`src/rtl/muldiv32.sv`:
```
// Iterative multiply/divide unit: MULT/MULTU/DIV/DIVU over a fixed 33-edge latency.
// Magnitudes are processed unsigned; signs are applied in the FIX cycle.
module muldiv32 #(
    parameter int WIDTH = 32
) (
    input  logic             clk,
    input  logic             rst,
    input  logic             start,
    input  logic [1:0]       op,
    input  logic [WIDTH-1:0] A,
    input  logic [WIDTH-1:0] B,
    output logic             busy,
    output logic             done,
    output logic             div_zero,
    output logic [WIDTH-1:0] hi,
    output logic [WIDTH-1:0] lo
);

    localparam int CW = $clog2(WIDTH);

    typedef enum logic [1:0] {
        IDLE,
        RUN,
        FIX
    } state_t;

    state_t              state;
    logic [CW-1:0]       cnt;
    logic [2*WIDTH-1:0]  p;
    logic [WIDTH-1:0]    mb;
    logic                isdiv;
    logic                negq;
    logic                negr;
    logic                bz;

    logic                sgn;
    logic [WIDTH-1:0]    a_abs;
    logic [WIDTH-1:0]    b_abs;
    logic [WIDTH:0]      msum;
    logic [WIDTH:0]      rsh;
    logic [WIDTH:0]      dif;
    logic                ge;
    logic [2*WIDTH-1:0]  step_nxt;
    logic [2*WIDTH-1:0]  pneg;
    logic [WIDTH-1:0]    qv;
    logic [WIDTH-1:0]    rv;
    logic [WIDTH-1:0]    fix_hi;
    logic [WIDTH-1:0]    fix_lo;

    always_comb begin
        sgn   = ~op[0];
        a_abs = (sgn && A[WIDTH-1]) ? -A : A;
        b_abs = (sgn && B[WIDTH-1]) ? -B : B;
    end

    // p holds {partial product, multiplier} for MUL and {remainder, dividend/quotient} for DIV
    always_comb begin
        msum = {1'b0, p[2*WIDTH-1:WIDTH]} + {1'b0, (p[0] ? mb : {WIDTH{1'b0}})};
        rsh  = {p[2*WIDTH-1:WIDTH], p[WIDTH-1]};
        dif  = rsh - {1'b0, mb};
        ge   = ~dif[WIDTH] | bz;
        if (isdiv) begin
            step_nxt = {(ge ? dif[WIDTH-1:0] : rsh[WIDTH-1:0]), p[WIDTH-2:0], ge};
        end else begin
            step_nxt = {msum, p[WIDTH-1:1]};
        end
    end

    always_comb begin
        pneg = -p;
        qv   = p[WIDTH-1:0];
        rv   = p[2*WIDTH-1:WIDTH];
        if (isdiv) begin
            fix_lo = bz ? {WIDTH{1'b1}} : (negq ? -qv : qv);
            fix_hi = negr ? -rv : rv;
        end else begin
            {fix_hi, fix_lo} = negq ? pneg : p;
        end
    end

    always_ff @(posedge clk) begin
        if (rst) begin
            state    <= IDLE;
            cnt      <= '0;
            p        <= '0;
            mb       <= '0;
            isdiv    <= 1'b0;
            negq     <= 1'b0;
            negr     <= 1'b0;
            bz       <= 1'b0;
            busy     <= 1'b0;
            done     <= 1'b0;
            div_zero <= 1'b0;
            hi       <= '0;
            lo       <= '0;
        end else begin
            done <= 1'b0;
            unique case (state)
                IDLE: begin
                    if (start) begin
                        p        <= {{WIDTH{1'b0}}, a_abs};
                        mb       <= b_abs;
                        isdiv    <= op[1];
                        negq     <= sgn & (A[WIDTH-1] ^ B[WIDTH-1]);
                        negr     <= sgn & A[WIDTH-1];
                        bz       <= (B == '0);
                        cnt      <= '0;
                        busy     <= 1'b1;
                        div_zero <= 1'b0;
                        state    <= RUN;
                    end
                end
                RUN: begin
                    p   <= step_nxt;
                    cnt <= cnt + 1'b1;
                    if (cnt == CW'(WIDTH - 1)) begin
                        state <= FIX;
                    end
                end
                FIX: begin
                    hi       <= fix_hi;
                    lo       <= fix_lo;
                    div_zero <= isdiv & bz;
                    done     <= 1'b1;
                    busy     <= 1'b0;
                    state    <= IDLE;
                end
                default: begin
                    state <= IDLE;
                    busy  <= 1'b0;
                end
            endcase
        end
    end

endmodule

```
`config.mk`:
```
export PLATFORM = sky130hd
export DESIGN_NAME = muldiv32
export DESIGN_NICKNAME = d
export VERILOG_FILES = /design/src/rtl/muldiv32.sv
export SDC_FILE = /design/constraint.sdc
export NUM_CORES = 1
export LEC_CHECK = 0
export ABC_CLOCK_PERIOD_IN_PS = 4100
export BUFFER_PORTS_ARGS = -buffer_cell sky130_fd_sc_hd__buf_2
export CORE_UTILIZATION = 61
export DETAILED_ROUTE_END_ITERATION = 7
export GPL_TIMING_DRIVEN = 1
export HOLD_SLACK_MARGIN = 0.02
export PLACE_DENSITY = 0.82
export SLEW_MARGIN = 20
export SYNTH_ARGS = -nofsm -noshare
export SYNTH_HDL_FRONTEND = slang
export SYNTH_SLANG_ARGS = --single-unit
```
`constraint.sdc`:
```
create_clock -name clk -period 4.1 [get_ports clk]
set_input_delay 0.82 -clock clk [delete_from_list [all_inputs] [get_ports clk]]
set_output_delay 0.82 -clock clk [all_outputs]
set_load 0.01 [all_outputs]
```
==> results.txt, run 1 <==
----------------------------------------------------
[Pwr]
  Int Power ... 3.06 mW
  Net Switching ... 1.64 mW
  Leakage Power ... 6.07 nW
  Clock power share ... 0.368
  Logic pwr share ... 0.231
  Seq pwr share ... 0.401
  Maximum ir drop on the vdd rail ... 0.236 mV
  Fraction of power spent switching nets ... 0.349
  Power per unit of standard cell area ... 317 nW/um^2

[Final layout]
  Ant. Diodes ... 0
  Ratio of cells with drive above 1 in the final layout ... 0.119
  Area overhead of the layout relative to synthesis ... 11.5%
  NumNets Final ... 2,013
  Most frequent standard cell in the layout excluding fill and tap cells ... sky130_fd_sc_hd__nor2_1
  Most frequent cells in the layout ... 215 x sky130_fd_sc_hd__nor2_1, 179 x sky130_fd_sc_hd__nand2_1, 173 x sky130_fd_sc_hd__dfxtp_1, 165 x sky130_fd_sc_hd__a21oi_1, 135 x sky130_fd_sc_hd__o21ai_0

[Clock tree]
  TritonCTS clock tree ... built
  Number of instances resized during post-cts repair ... 0
  Post-CTS Hold Buffers ... 0
  Clk Latency, worst-skew pair ... 450 ps
  Setup Buffers After CTS ... 0
  Buffer depth of the longest clock path ... 2
  Number of buffers inserted during clock tree synthesis ... 17
  Number of H-tree branching levels ... 4
  Clock slew seen by the registers of the worst setup and hold paths ... 80 ps
  Root buffer selected by CTS ... sky130_fd_sc_hd__clkbuf_16
  Number of clock sinks seen by CTS ... 174

[Status]
  Outcome ... completed

[GRT]
  Overall global routing resource usage ... 0.355
  Pin count of the biggest net entering global routing ... 123
  Number of antenna violations at the first check in global routing ... 0
  Via count of the first global-routing pass ... 12,308
  Global-route congestion overflow total ... 0
  Wire length of the first global-routing pass ... 62,900 um

[Floorplan]
  Die X ... 150 um
  Total core area ... 21,200 um^2
  Initial cell density of the core ... 0.627
  Number of rows created at floorplan ... 53
  Number of I/O pins ... 136
  Die Y-Extent ... 150 um
  Die footprint ... 22,400 um^2

[Yosys]
  Prevailing post-synth register cell ... sky130_fd_sc_hd__dfxtp_1
  Number of flops mapped to enable cells by yosys ... 0
  Net count after synthesis ... 1,932
  Summed instance area of the synthesized netlist ... 13,300 um^2
  Unique cell type count in the Yosys netlist ... 76
  Post-synthesis average cell area ... 7.41 um^2
  Seq cells post-synth ... 174
  Synth Instances ... 1,791
  Most area-consuming cells after synthesis ... sky130_fd_sc_hd__dfxtp_1 26%, sky130_fd_sc_hd__ha_1 6.6%, sky130_fd_sc_hd__a211oi_1 6.4%, sky130_fd_sc_hd__a21oi_1 6.3%, sky130_fd_sc_hd__nor2_1 6.1%
  Portion of synthesized cell area occupied by the leading cell type ... 0.262
  Area leader, netlist ... sky130_fd_sc_hd__dfxtp_1
  Seq/Total Area, Yosys ... 0.262
  Warning count from the yosys run ... 0
  Share of async-settable or async-resettable flops after synthesis ... 0

[Timing]
  Minimum clock period ... 3820 ps
  Worst clock skew on the final layout ... 11.7 ps
  Final number of hold-violating endpoints ... 0
  Worst hold margin ... 448 ps
  Setup TNS ... 0 ps
  RSZ-0062 raised after global routing ... no
  Actual transition at the worst max-transition pin ... 997 ps
  Max Transition Viols Final ... 0
  Relative slew slack ... 0.335
  Max Clk Rate ... 262 MHz
  Final-report setup violation count ... 0
  Portion of the clock cycle consumed by the worst path in the final layout ... 0.932

[Worst hold path]
  Type of the worst min-delay path ... flip-flop to flip-flop

[Drt]
  Drt via density ... 6.38
  Via total after detailed routing ... 13,790
  Remaining antenna violation count after routing ... 0
  Wirelength, routed ... 39,600 um
  DRC violation count after routing ... 0
  Avg WL per Cell ... 18.3 um
  First drt pass iteration count ... 7
  1st-iter DRT viols ... 1,376

[Setup path]
  Worst-path maximum fanout ... 23
  Worst Setup End Kind ... flip-flop
  Critical Path Start Type ... flip-flop
  Type of the worst setup path ... flip-flop to flip-flop
  CP required ... 4420 ps
  Arr. time, crit path ... 4140 ps

[Placement]
  Estimated wirelength of the detail-placed design ... 29,600 um
  Routability-driven placement congestion ratio ... 0.996
  Number of port buffers ... 135

[Job]
  Max-cap violations ... 0

----------------------------------------------------
==> worst max-delay path: stages, from the launching register on <==
cell and delay [ps]:
sky130_fd_sc_hd__dfxtp_1 440, sky130_fd_sc_hd__inv_1 110, sky130_fd_sc_hd__ha_1 240, sky130_fd_sc_hd__fa_1 390, sky130_fd_sc_hd__nand2b_1 200, sky130_fd_sc_hd__a21o_1 200
sky130_fd_sc_hd__a2111o_1 420, sky130_fd_sc_hd__a2111o_1 470, sky130_fd_sc_hd__a21o_1 220, sky130_fd_sc_hd__nand3_2 80, sky130_fd_sc_hd__buf_4 290, sky130_fd_sc_hd__nand2_1 260
sky130_fd_sc_hd__o221ai_1 280, sky130_fd_sc_hd__a211oi_1 100
==> metal layers <==
| layer | global-route usage | up-vias | wire length (um) |
|---|---|---|---|
| met1 | 0.518 | 6330 | 17500 |
| met3 | 0.0616 | 89 | 4550 |
| met5 | 0 | - | 0 |
| met4 | 0.115 | 0 | 875 |
| li1 | - | 6652 | - |
| met2 | 0.524 | 719 | 16700 |
==> layout make-up <==
class	count	area [um^2]
sequential	174	3480
tap	275	344
fill	1797	6360
timing repair buffer	169	946
clock inverter	15	201
inverter	63	236
clock buffer	17	425
multi-input combinational	1447	9160
==> metrics by stage <==
| step | cell area (um^2) | total power, mW | utilization | std cells | setup slack [ps] |
|---|---|---|---|---|---|
| global placement | 14200 | 2.94 | 0.670 | 2128 | 487 |
| global route | 14800 | 4.88 | 0.699 | 2160 | 112 |
| detailed placement | 14200 | 2.97 | 0.670 | 2128 | 380 |
| CTS | 14800 | 4.67 | 0.699 | 2160 | 359 |
| finish | 14800 | 4.69 | 0.699 | 2160 | 279 |
| floorplan | 13300 | 2.66 | - | 1791 | 811 |
==> final timing paths <==
| kind | startpoint | to | slack (ps) | cells past startpoint |
|---|---|---|---|---|
| setup reg to reg | p[31] | p[53] | 280 | 13 |
| hold reg to reg | hi[2] | hi[2] | 450 | 2 |
| setup / recovery | p[31] | p[53] | 280 | 13 |
| hold / removal | hi[2] | hi[2] | 450 | 2 |
==> state kept, by name, indices dropped and copies added (netlist names), 2 cells and up <==
register  count
p            64
hi           32
lo           32
mb           32
cnt           5
state         2
==> cells in the mapped netlist (all sizes together) (8+ instances only) <==
library cell  number
a21oi            167
nand3             30
and2              10
a31oi             11
or4               12
inv               63
xnor2             70
buf               23
a21o              15
nor4              21
clkbuf            84
nor2             216
ha                70
nand2b            25
or3               21
o211ai            15
o21a              10
a211oi           114
xor2              80
and3              13
o31ai             19
nand4             12
dfxtp            174
mux2i             40
o21ai            136
nor3              31
nor2b             18
a311oi             9
o41ai             11
nand2            179
o21bai             8
==> cells by family (layout without fill, tap and decap cells) <==
family	Yosys count	count (layout)	share of synthesized area
muxes	41	41	0.0310
xor gates and xnor gates	150	150	0.0990
and+or+nand+nor	607	607	0.212
AOI/OAI and AO/OA	577	577	0.277
buffers and inverters	170	264	0.0498
adders and majority gates	72	72	0.0690
DFF	174	174	0.262
==> power by group through the flow <==
stage          Sequential (mW)  Combinational [mW]  Clock, mW
4_1_cts                   1.88                1.06       1.73
3_5_place_dp              1.91                1.05          0
5_1_grt                   1.89                1.19       1.81
6_report                  1.88                1.08       1.73
3_3_place_gp              1.91                1.03          0
2_1_floorplan             1.85               0.810          0
(Power assumes the default switching activity.)
==> run 2, diff against run 1 <==
Settings changed: ABC_AREA set to 1, CORE_UTILIZATION 61 to 46, PLACE_DENSITY 0.82 to unset.
==> run 2 against run 1 <==
Net effect: the run now ends with design-rule violations left; design area rose by 18%; critical path depth rose by 5; final cell count rose by 50%; worst hold slack improved by 23 ps; largest cell class unchanged.
==> results.txt, run 2 <==
----------------------------------------------------
[Status]
  Outcome ... finished, violations left
  Violated checks ... design-rule violations

[GRT]
  Overall global routing resource usage ... 0.349
  Wire length of the first global-routing pass ... 96,000 um
  Global-route congestion overflow total ... 0
  Via count of the first global-routing pass ... 17,186
  Pin count of the biggest net entering global routing ... 99
  Number of antenna violations at the first check in global routing ... 0

[Pwr]
  Power per unit of standard cell area ... 327 nW/um^2
  Logic pwr share ... 0.367
  Int Power ... 3.25 mW
  Clock power share ... 0.295
  Net Switching ... 2.46 mW
  Leakage Power ... 8.59 nW
  Seq pwr share ... 0.338
  Maximum ir drop on the vdd rail ... 0.318 mV
  Fraction of power spent switching nets ... 0.431
  Power, Total ... 5.71 mW

[Floorplan]
  Number of I/O pins ... 136
  Number of rows created at floorplan ... 67
  Die Y-Extent ... 188 um
  Die X ... 188 um
  Initial cell density of the core ... 0.471
  Die footprint ... 35,200 um^2
  Total core area ... 33,700 um^2

[Clock tree]
  Clock slew seen by the registers of the worst setup and hold paths ... 70 ps
  TritonCTS clock tree ... built
  Number of buffers inserted during clock tree synthesis ... 17
  Setup Buffers After CTS ... 0
  Number of H-tree branching levels ... 4
  Number of instances resized during post-cts repair ... 0
  Number of clock sinks seen by CTS ... 174
  Post-CTS Hold Buffers ... 0
  Buffer depth of the longest clock path ... 2
  Root buffer selected by CTS ... sky130_fd_sc_hd__clkbuf_16
  Clk Latency, worst-skew pair ... 450 ps

[Yosys]
  Synth Instances ... 2,699
  Most area-consuming cells after synthesis ... sky130_fd_sc_hd__dfxtp_1 22%, sky130_fd_sc_hd__nand2_1 15%, sky130_fd_sc_hd__a21oi_1 8.6%, sky130_fd_sc_hd__inv_1 8.5%, sky130_fd_sc_hd__o21ai_0 8.0%
  Dominant cell by count in the synthesized netlist ... sky130_fd_sc_hd__nand2_1
  Share of async-settable or async-resettable flops after synthesis ... 0
  Summed instance area of the synthesized netlist ... 15,900 um^2
  Number of flops mapped to enable cells by yosys ... 0
  Warning count from the yosys run ... 0
  Most instantiated cells after synthesis ... 646 x sky130_fd_sc_hd__nand2_1, 357 x sky130_fd_sc_hd__inv_1, 275 x sky130_fd_sc_hd__nor2_1, 271 x sky130_fd_sc_hd__a21oi_1, 253 x sky130_fd_sc_hd__o21ai_0
  Portion of synthesized cell area occupied by the leading cell type ... 0.220
  Prevailing post-synth register cell ... sky130_fd_sc_hd__dfxtp_1
  Area leader, netlist ... sky130_fd_sc_hd__dfxtp_1
  Unique cell type count in the Yosys netlist ... 52
  Seq/Total Area, Yosys ... 0.220
  Seq cells post-synth ... 174
  Post-synthesis average cell area ... 5.88 um^2
  Net count after synthesis ... 2,840

[Setup path]
  CP max stage cell ... sky130_fd_sc_hd__fa_1
  Worst reg2reg startpoint ... p[32]
  Type of the worst setup path ... flip-flop to flip-flop
  Critical Path Start Type ... flip-flop
  Delay contributed by the slowest stage of the critical path ... 490 ps
  Count of buffer and inverter cells on the critical path ... 3
  Kind of cell adding the most delay to the critical path ... simple AND/OR/NAND/NOR gates
  Capturing point of the worst reg2reg path ... p[34]
  CP required ... 4400 ps
  Worst-path maximum fanout ... 20
  Critical Path, Cell by Cell ... inv_1, fa_1, inv_1, nand2_1, nand2_1, nand3_1, nand2_2, nand2_2, nand2_4, nand2_2, nand2_2, nand2_4, nand3_4, nand2_1, inv_2, nand2_1, nand3b_1, a21oi_1
  Worst r2r path cells ... 18
  Arr. time, crit path ... 3450 ps
  Register-to-register setup slack ... 940 ps
  Worst Setup End Kind ... flip-flop

[Final layout]
  Flip-flop count of the largest register after layout ... 64
  Ant. Diodes ... 0
  Area overhead of the layout relative to synthesis ... 10.3%
  Number of non-filler instances in the completed layout ... 3,235
  Most flops, register ... p
  Most frequent cells in the layout ... 646 x sky130_fd_sc_hd__nand2_1, 356 x sky130_fd_sc_hd__inv_1, 272 x sky130_fd_sc_hd__nor2_1, 271 x sky130_fd_sc_hd__a21oi_1, 253 x sky130_fd_sc_hd__o21ai_0
  Ratio of cells with drive above 1 in the final layout ... 0.0947
  Most frequent standard cell in the layout excluding fill and tap cells ... sky130_fd_sc_hd__nand2_1
  Fill cell count ... 3,636
  NumNets Final ... 2,915

[Worst hold path]
  Number of cells on the worst hold path ... 2
  Worst hold path endpoint ... cnt[3]
  Type of the worst min-delay path ... flip-flop to flip-flop
  Worst hold path startpoint ... cnt[3]

[Drt]
  Wirelength, routed ... 61,200 um
  Drt via density ... 5.57
  DRC violation count after routing ... 1
  1st-iter DRT viols ... 1,695
  Remaining antenna violation count after routing ... 0
  Avg WL per Cell ... 18.9 um
  First drt pass iteration count ... 8
  Via total after detailed routing ... 18,033

[Timing]
  Final-report setup violation count ... 0
  Setup TNS ... 0 ps
  Max Transition Viols Final ... 0
  Relative slew slack ... 0.373
  Minimum clock period ... 3160 ps
  Final number of hold-violating endpoints ... 0
  RSZ-0062 raised after global routing ... no
  Actual transition at the worst max-transition pin ... 941 ps
  Portion of the clock cycle consumed by the worst path in the final layout ... 0.770
  Worst clock skew on the final layout ... 17.8 ps
  Max Clk Rate ... 317 MHz

[Job]
  Max-cap violations ... 0

[Placement]
  Number of port buffers ... 135
  Routability-driven placement congestion ratio ... 1.01
  Estimated wirelength of the detail-placed design ... 49,300 um
  Number of placed instances, taps included ... 3,203

----------------------------------------------------
run 2: changes by cell type after synthesis, moves of 28 or more:
cell,before,now
sky130_fd_sc_hd__inv_1,63,357
sky130_fd_sc_hd__o21ai_0,135,253
sky130_fd_sc_hd__mux2i_1,40,0
sky130_fd_sc_hd__nand2_1,179,646
sky130_fd_sc_hd__nand3_1,28,170
sky130_fd_sc_hd__nor2_1,216,275
sky130_fd_sc_hd__nand4_1,12,40
sky130_fd_sc_hd__xnor2_1,70,17
sky130_fd_sc_hd__a21oi_1,167,271
sky130_fd_sc_hd__a211oi_1,114,0
run 2: routing by layer:
| metal | up-vias | part of all wire | GRT usage |
|---|---|---|---|
| met5 | - | 0 | 0 |
| met4 | 0 | 0.045 | 0.161 |
| met3 | 117 | 0.056 | 0.0357 |
| met2 | 646 | 0.47 | 0.595 |
| met1 | 8310 | 0.43 | 0.440 |
| li1 | 8960 | - | - |
run 2: how the worst max path moves through the flow:
stage / startpoint / to / slack (ps) / depth (start not counted)
global placement: p[32] / p[46] / 1090 / 18
finish: p[32] / p[34] / 940 / 18
CTS: p[32] / p[34] / 1000 / 18
floorplan: p[0] / p[53] / 1560 / 19
detailed placement: p[32] / p[48] / 1030 / 18
global route: p[32] / p[41] / 730 / 18
run 2: layout make-up:
cell class,count,area [um^2],area share
timing repair buffer,159,868,0.0497
sequential,174,3480,0.199
inverter,371,1390,0.0797
multi-input combinational,2051,10600,0.605
tap,448,561,0.0321
clock buffer,18,439,0.0251
clock inverter,14,163,0.00930
run 2: through the flow:
stage          cell area (um^2)  worst slack (ps)  hold WS, ps  utilization
3_3_place_gp              16900              1090          455        0.501
4_1_cts                   17500               998          471        0.519
2_1_floorplan             15900              1560          445            -
6_report                  17500               944          470        0.519
3_5_place_dp              16900              1030          460        0.501
5_1_grt                   17500               729          494        0.519
run 2: cell families (layout without fill, tap and decap cells):
group	Yosys count	after routing	share of synthesized area
AO/OA/AOI/OAI	626	626	0.212
adder cells (fa/ha/maj)	72	72	0.0578
flip-flops	174	174	0.220
buffers and inverters	474	562	0.115
XOR/XNOR	101	101	0.0558
AND/OR/NAND/NOR	1252	1252	0.340
run 2: power groups by stage:
stage,combinational [mW],clock [mW],sequential [mW]
after global placement,2.05,0,1.96
after CTS,2.06,1.70,1.92
after floorplan,1.45,0,1.88
after global routing,2.32,1.77,1.94
after detailed placement,2.05,0,1.96
final,2.10,1.69,1.93
run 2: worst register-to-register path: stages (launching register included):
cell and delay, ps:
sky130_fd_sc_hd__dfxtp_1 480, sky130_fd_sc_hd__inv_1 230, sky130_fd_sc_hd__fa_1 490, sky130_fd_sc_hd__inv_1 70
sky130_fd_sc_hd__nand2_1 50, sky130_fd_sc_hd__nand2_1 130, sky130_fd_sc_hd__nand3_1 110, sky130_fd_sc_hd__nand2_2 130
sky130_fd_sc_hd__nand2_2 70, sky130_fd_sc_hd__nand2_4 90, sky130_fd_sc_hd__nand2_2 70, sky130_fd_sc_hd__nand2_2 80
sky130_fd_sc_hd__nand2_4 60, sky130_fd_sc_hd__nand3_4 180, sky130_fd_sc_hd__nand2_1 150, sky130_fd_sc_hd__inv_2 330
sky130_fd_sc_hd__nand2_1 130, sky130_fd_sc_hd__nand3b_1 110, sky130_fd_sc_hd__a21oi_1 60
